**src/rtl/keypad_digit_accumulator.sv**
```systemverilog
// Turns scanner hits into one event per keypress and edits a right-justified BCD entry buffer (0-9, B, C, A).
// Outputs are one cycle after the qualifying edge; a submitted number holds num_valid/bcd/count until num_ready.
module keypad_digit_accumulator #(
  parameter int N_DIGITS       = 4,
  parameter int RELEASE_CYCLES = 16
) (
  input  logic                  clk,
  input  logic                  rst,
  input  logic [3:0]            code,
  input  logic                  valido,
  input  logic                  num_ready,
  output logic                  num_valid,
  output logic [4*N_DIGITS-1:0] bcd,
  output logic [3:0]            count,
  output logic                  key_pulse,
  output logic                  err
);

  localparam int RW = (RELEASE_CYCLES > 1) ? $clog2(RELEASE_CYCLES) : 1;
  localparam logic [RW-1:0] REL_LAST = RW'(RELEASE_CYCLES - 1);
  localparam logic [3:0]    NDIG     = 4'(N_DIGITS);

  typedef enum logic [1:0] {
    S_WAIT    = 2'd0,
    S_RELEASE = 2'd1,
    S_OUT     = 2'd2
  } state_t;

  state_t                  state_q, state_d;
  logic [4*N_DIGITS-1:0]   bcd_q, bcd_d;
  logic [3:0]              count_q, count_d;
  logic [RW-1:0]           rel_cnt_q, rel_cnt_d;
  logic                    num_valid_q, num_valid_d;
  logic                    key_pulse_q, key_pulse_d;
  logic                    err_q, err_d;

  always_comb begin
    state_d     = state_q;
    bcd_d       = bcd_q;
    count_d     = count_q;
    rel_cnt_d   = rel_cnt_q;
    num_valid_d = num_valid_q;
    key_pulse_d = 1'b0;
    err_d       = 1'b0;

    case (state_q)
      S_WAIT: begin
        if (valido) begin
          key_pulse_d = 1'b1;
          state_d     = S_RELEASE;
          rel_cnt_d   = '0;
          // Unknown codes fall through every branch and behave like D.
          if (code <= 4'd9) begin
            if (count_q < NDIG) begin
              bcd_d      = bcd_q << 4;
              bcd_d[3:0] = code;
              count_d    = count_q + 4'd1;
            end else begin
              err_d = 1'b1;
            end
          end else if (code == 4'hB) begin
            if (count_q != 4'd0) begin
              bcd_d   = bcd_q >> 4;
              count_d = count_q - 4'd1;
            end
          end else if (code == 4'hC) begin
            bcd_d   = '0;
            count_d = 4'd0;
          end else if (code == 4'hA) begin
            if (count_q != 4'd0) begin
              state_d     = S_OUT;
              num_valid_d = 1'b1;
            end else begin
              err_d = 1'b1;
            end
          end
        end
      end

      S_RELEASE: begin
        // Any scanner hit restarts the quiet window, so held or bouncing keys act once.
        if (valido) begin
          rel_cnt_d = '0;
        end else if (rel_cnt_q == REL_LAST) begin
          rel_cnt_d = '0;
          state_d   = S_WAIT;
        end else begin
          rel_cnt_d = rel_cnt_q + 1'b1;
        end
      end

      S_OUT: begin
        if (num_ready) begin
          bcd_d       = '0;
          count_d     = 4'd0;
          num_valid_d = 1'b0;
          rel_cnt_d   = '0;
          state_d     = S_RELEASE;
        end
      end

      default: begin
        state_d = S_WAIT;
      end
    endcase
  end

  always_ff @(posedge clk or negedge rst) begin
    if (!rst) begin
      state_q     <= S_WAIT;
      bcd_q       <= '0;
      count_q     <= 4'd0;
      rel_cnt_q   <= '0;
      num_valid_q <= 1'b0;
      key_pulse_q <= 1'b0;
      err_q       <= 1'b0;
    end else begin
      state_q     <= state_d;
      bcd_q       <= bcd_d;
      count_q     <= count_d;
      rel_cnt_q   <= rel_cnt_d;
      num_valid_q <= num_valid_d;
      key_pulse_q <= key_pulse_d;
      err_q       <= err_d;
    end
  end

  assign num_valid = num_valid_q;
  assign bcd       = bcd_q;
  assign count     = count_q;
  assign key_pulse = key_pulse_q;
  assign err       = err_q;

endmodule
```
**config.mk**
```make
export PLATFORM = sky130hd
export DESIGN_NAME = keypad_digit_accumulator
export DESIGN_NICKNAME = d
export VERILOG_FILES = /design/src/rtl/keypad_digit_accumulator.sv
export SDC_FILE = /design/constraint.sdc
export NUM_CORES = 1
export LEC_CHECK = 0
export BUFFER_PORTS_ARGS = -buffer_cell sky130_fd_sc_hd__buf_2
export CAP_MARGIN = 20
export CORE_AREA = 4 4 61 63
export DETAILED_ROUTE_END_ITERATION = 7
export DIE_AREA = 0 0 65 67
export PLACE_DENSITY = 0.75
export SETUP_SLACK_MARGIN = 0.02
export SLEW_MARGIN = 20
export SYNTH_ARGS = -nofsm -noshare
export SYNTH_HDL_FRONTEND = slang
export SYNTH_SLANG_ARGS = --single-unit
```
**constraint.sdc**
```tcl
create_clock -name clk -period 1.7 [get_ports clk]
set_input_delay 0.34 -clock clk [delete_from_list [all_inputs] [get_ports clk]]
set_output_delay 0.34 -clock clk [all_outputs]
set_load 0.01 [all_outputs]
```
==> impl_metrics.py, run 1 <==
metrics = {
    "routing": {
        "dr.first_iter.drc_count": 66,
        "drt_first_pass_iters": 4,
        "vias": 1350,
        "drc": 0,
        "ant_nets": 0,
        "drt-wirelength-per-cell_microns": 13.9,
        "vias_per_cell": 5.36,
        "routed_wl_microns": 3500,
    },
    "power": {
        "switching_share_pct": 35.4,
        "leakage_nw": 0.932,
        "clockPowerShare_pct": 21.7,
        "switchingPower_w": 0.000963,
        "p_total_w": 0.00272,
        "power_frac_seq_pct": 39.2,
        "p_per_area_nw_per_um2": 1430,
        "p_int_w": 0.00175,
        "pwr-share-comb_pct": 39.0,
        "ir_drop_uv": 739,
    },
    "timing": {
        "skew_ns": 0.0141,
        "finalCriticalPeriod_ns": 1.68,
        "hold_viol": 0,
        "tns_ns": 0,
        "tightest_slew_ns": 0.641,
        "max_freq_mhz": 596,
        "relSlewSlack_pct": 57.2,
        "slew_viol_final": 0,
        "finalCritPeriodShare_pct": 98.7,
        "rsz0062_at_grt": "yes",
        "setup_viol": 0,
        "fin_hold_ws_ns": 0.00997,
    },
    "logic_synthesis": {
        "syn-cell-area_sq_um": 1500,
        "synth_edf_count": 0,
        "synth_most_common_cell": "nand2_1",
        "synthFlopType": "dfrtp_1",
        "syn_nets": 173,
        "ys_async_sr_fraction_pct": 100,
        "seq_area_frac_synth_pct": 48.3,
        "synth_top_area_share_pct": 48.3,
        "ys_ff_latch": 29,
        "synthCells": 161,
        "yosys_warnings": 0,
        "synthTopCellsByArea": "dfrtp_1 48%, nand2_1 8.8%, o21ai_0 7.0%",
        "syn_area_per_cell_sq_um": 9.33,
        "yosys.area.top_type": "dfrtp_1",
        "yosys-top-cells-count": "35 x nand2_1, 29 x dfrtp_1, 21 x o21ai_0",
        "synth_cell_types": 35,
    },
    "global_routing": {
        "use_met2_pct": 29.5,
        "antenna_found_initial": 0,
        "grt_util_met1_pct": 21.5,
        "met3_usage_pct": 5.90,
        "grt_pass1_wl_microns": 5820,
        "grt_overflow": 0,
        "grt-busiest-layer": "met2",
        "grt_pass1_vias": 1292,
        "grt_max_degree": 30,
        "grt_util_all_layers_pct": 18.1,
    },
    "clock_network": {
        "cts_inserted_buffers": 5,
        "cts_buffer_depth": 2,
        "cts.htree.levels": 2,
        "cts.clk_slew.worst_paths_ns": 0.10,
        "cts_tree": "done",
        "root_buffer": "clkbuf_4",
        "postCtsHoldBufs": 0,
        "clock_sinks": 29,
        "clk_latency_ns": 0.34,
    },
    "floorplanning": {
        "die_h_microns": 67,
        "io_pins": 31,
        "core_sq_um": 3230,
        "initial_core_util_pct": 46.5,
        "rows": 21,
        "die_area_sq_um": 4360,
        "die_w_microns": 65,
    },
    "critical_path": {
        "critical_path_buf_inv_count": 1,
        "path_max_fanout": 4,
        "worst_ep_required_time_ns": 1.97,
        "path_delay_family": "simple AND/OR/NAND/NOR gates",
        "critical_path.max_stage_delay_ns": 0.48,
        "crit_arrival_ns": 1.94,
        "critPathLaunchType": "flip-flop",
        "critPathCaptureType": "flip-flop",
        "path_cells": "inv_2 -> ha_2 -> nor3b_4 -> a22oi_2 -> o221ai_4 -> or4_1 -> nand2_1",
        "worstSetupPathType": "flip-flop to flip-flop",
        "cp_slowest_cell": "or4_1",
    },
    "finish": {
        "final_nets": 217,
        "diodes": 0,
        "layout-drive-gt1-share_pct": 29.1,
        "areaGrowthSynthToFinish_pct": 26.3,
        "design_area_sq_um": 1900,
    },
    "placement": {
        "io_buffers": 30,
        "postPlaceCellArea_sq_um": 1780,
        "place_congestion": 0.868,
        "dp_hpwl_microns": 2580,
    },
    "run": {
        "max-cap-violations": 0,
    },
    "worst_hold_path": {
        "hold_path_class": "input port to async pin",
    },
    "status": {
        "run_status": "finished clean",
    },
}
-- worst register-to-register path: cells and delay by family (launching register included) --
kind            cells  cell delay, ns
compound gates      2            0.31
simple gates        3            0.72
flops               1            0.38
fa+ha+maj           1            0.16
buf+inv             1            0.05
-- metal layers --
metal	part of all wire, %	routed length, microns
met1	43	1500
met2	49	1730
met3	5.5	194
met4	2.1	74
met5	0	0
-- flip-flops by register name (all words and copies together) (netlist names) --
register / cells
rel_cnt_q: 4
state_q: 2
bcd: 16
count: 4
key_pulse: 1
num_valid: 1
err: 1
-- logic make-up after synthesis --
logic type,share of synthesized area [%]
mux,2.00
compound gates,22.6
buf+inv,3.67
simple gates,20.1
flops,48.3
fa+ha+maj,3.33
-- what timing repair did --
item | in CTS | in global routing
setup buffers | 0 | 2
endpoints found under the setup margin | 0 | 20
resized for setup | 0 | 5
-- layout by cell type (no fill, tap or decap), types with 3 or more instances in the layout --
cell type / instances
nand2_1: 35
buf_2: 30
dfrtp_1: 28
o21ai_0: 21
buf_4: 13
a22oi_1: 12
o21ai_1: 6
nor2_1: 5
clkbuf_4: 5
nor2b_1: 4
nand2b_1: 3
mux2i_1: 3
a22o_1: 3
ha_1: 3
-- power by group through the flow --
stage / clock network (W) / registers (W) / logic, W
floorplan: 0 / 0.00117 / 0.000460
global placement: 0 / 0.00106 / 0.000968
detailed placement: 0 / 0.00107 / 0.00102
CTS: 0.000606 / 0.00106 / 0.00102
global route: 0.000644 / 0.00110 / 0.00118
finish: 0.000591 / 0.00107 / 0.00106
-- path summary, 6_finish.rpt --
kind | from | end | slack [ns] | depth (start not counted)
worst min-delay path | rst | err | 0.01 | 1
min in group clk | num_ready | state_q[1] | 0.23 | 2
worst max-delay path | count[1] | count[2] | 0.02 | 7
worst min register to register | num_valid | num_valid | 0.49 | 2
worst max register to register | count[1] | count[2] | 0.02 | 7
max in group asynchronous | rst | count[0] | 1.23 | 1
-- through the flow --
step | cells | setup WS (ns) | utilization, %
global route | 252 | -0.0702 | 58.7
finish | 252 | 0.0226 | 58.7
CTS | 250 | 0.0242 | 57.6
global placement | 242 | 0.110 | 55.0
detailed placement | 242 | 0.0384 | 55.0
floorplan | 161 | 0.0121 | -
-- final cells by class --
type                            count  area [sq um]
Tap cell                           46          57.6
Timing Repair Buffer               45           270
Clock buffer                        7          55.1
Sequential cell                    29           727
Inverter                            3          11.3
Fill cell                         262          1340
Clock inverter                      1          30.0
Multi-Input combinational cell    121           746
(Power assumes the default switching activity.)
==> run 2, diff against run 1 <==
GPL_TIMING_DRIVEN = 0   (was not set)
==> run 2 against run 1 <==
Against the previous run: hold slack gained 0.017 ns; sequential power is essentially flat; global-route usage grew 1.8 points; critical path depth shrank 1; final area grew 6.2%; clock skew grew 0.0023 ns; sequential cell count is the same; clock power is essentially flat.
==> impl_metrics.py, run 2 (same netlist as run 1, synthesis figures left out) <==
metrics = {
    "finish": {
        "largest_reg_flops": 16,
        "diodes": 0,
        "layout-drive-gt1-share_pct": 36.3,
        "final_common_cell": "nand2_1",
        "areaGrowthSynthToFinish_pct": 34.2,
        "final_cell_mix": "34 x nand2_1, 33 x buf_2, 25 x dfrtp_1",
        "filler_cell_count": 275,
        "final_cells": 261,
        "final_nets": 226,
    },
    "critical_path": {
        "worstSetupPathType": "flip-flop to flip-flop",
        "worst_ep_required_time_ns": 1.96,
        "critical_path.max_stage_delay_ns": 0.48,
        "path_max_fanout": 10,
        "path_cells": "buf_6 -> mux2i_1 -> nor2_2 -> o221ai_4 -> or4_1 -> nand2_1",
        "worstRegToRegCells": 6,
        "critPathCaptureType": "flip-flop",
        "cp_slowest_cell": "or4_1",
        "crit_arrival_ns": 1.96,
        "critPathLaunchType": "flip-flop",
    },
    "timing": {
        "slew_viol_final": 0,
        "worst_slack_ns": 0.00401,
        "hold_viol": 0,
        "relSlewSlack_pct": 56.7,
        "max_freq_mhz": 590,
        "setup_viol": 0,
        "fin_hold_ws_ns": 0.0271,
        "finalCriticalPeriod_ns": 1.70,
        "skew_ns": 0.0163,
        "rsz0062_at_grt": "yes",
        "finalCritPeriodShare_pct": 99.8,
        "tightest_slew_ns": 0.650,
    },
    "floorplanning": {
        "die_area_sq_um": 4360,
        "io_pins": 31,
        "core_sq_um": 3230,
        "rows": 21,
        "die_h_microns": 67,
        "initial_core_util_pct": 46.5,
        "die_w_microns": 65,
    },
    "clock_network": {
        "cts.htree.levels": 2,
        "cts.clk_slew.worst_paths_ns": 0.10,
        "cts_inserted_buffers": 5,
        "clock_sinks": 29,
        "clk_latency_ns": 0.33,
        "cts_tree": "done",
        "cts_buffer_depth": 2,
        "postCtsHoldBufs": 0,
        "root_buffer": "clkbuf_4",
    },
    "global_routing": {
        "grt_util_all_layers_pct": 19.9,
        "grt_pass1_wl_microns": 6510,
        "antenna_found_initial": 0,
        "grt_pass1_vias": 1412,
        "grt_max_degree": 30,
        "grt_overflow": 0,
    },
    "placement": {
        "place_congestion": 0.810,
        "io_buffers": 30,
        "dp_hpwl_microns": 2530,
        "place_ws_ns": -0.218,
        "place_inst": 237,
    },
    "routing": {
        "vias": 1406,
        "vias_per_cell": 5.39,
        "routed_wl_microns": 3820,
        "drt_first_pass_iters": 4,
        "dr.first_iter.drc_count": 44,
        "drc": 0,
        "ant_nets": 0,
        "drt-wirelength-per-cell_microns": 14.6,
    },
    "status": {
        "run_status": "finished clean",
    },
    "power": {
        "ir_drop_uv": 666,
        "leakage_nw": 0.988,
        "p_per_area_nw_per_um2": 1450,
    },
    "worst_hold_path": {
        "hold_path_class": "input port to async pin",
    },
    "run": {
        "max-cap-violations": 0,
    },
}
==> run 2: path summary, 6_finish.rpt <==
check	start	end	slack [ns]
max	state_q[1]	count[2]	0.004
min	rst	bcd[5]	0.03
max reg2reg	state_q[1]	count[2]	0.004
min reg2reg	num_valid	num_valid	0.48
max in group asynchronous	rst	count[2]	1.22
min in group clk	num_ready	state_q[1]	0.26
==> run 2: critical path: cells and delay by family, from the launching register on <==
| kind | cells | cell delay [ns] |
|---|---|---|
| AOI/OAI and AO/OA | 1 | 0.16 |
| buffers and inverters | 1 | 0.16 |
| DFF | 1 | 0.42 |
| muxes | 1 | 0.14 |
| and+or+nand+nor | 3 | 0.75 |
==> run 2: area by class of cell <==
class	count	area [sq um]	area share, %
repair buffers	46	283	14.0
clock buffers	7	55.1	2.73
plain buffers	8	67.6	3.35
flip-flops and latches	29	731	36.3
inverters	3	11.3	0.559
clock inverters	1	30.0	1.49
multi-input cells	121	779	38.7
well taps	46	57.6	2.86
==> run 2: repair_timing <==
item,in CTS,in global routing
setup endpoints to repair,20,20
resized for setup,11,20
setup buffers,12,4
pin swaps,3,3
==> run 2: routing by layer <==
layer	part of all wire, %	GRT usage [%]	up-vias
met5	0	0	-
met4	2.5	8.71	0
met3	4.7	5.73	12
met2	51	35.0	40
met1	42	22.4	672
li1	-	-	682
==> run 2: metrics by stage <==
step                total power [W]  utilization, %  setup TNS (ns)  cell area, sq um
floorplan                   0.00163               -               0              1520
global placement            0.00193            53.3           -1.67              1720
detailed placement          0.00198            53.3           -2.95              1720
CTS                         0.00280            60.3               0              1950
global route                0.00314            62.3          -0.416              2010
finish                      0.00293            62.3               0              2010
==> run 2: power by group <==
group	total [W]	switching, W	leakage (nW)	internal [W]
clock network	0.000591	0.000240	0.0455	0.000351
registers	0.00109	0.000198	0.384	0.000893
logic	0.00125	0.000595	0.559	0.000653
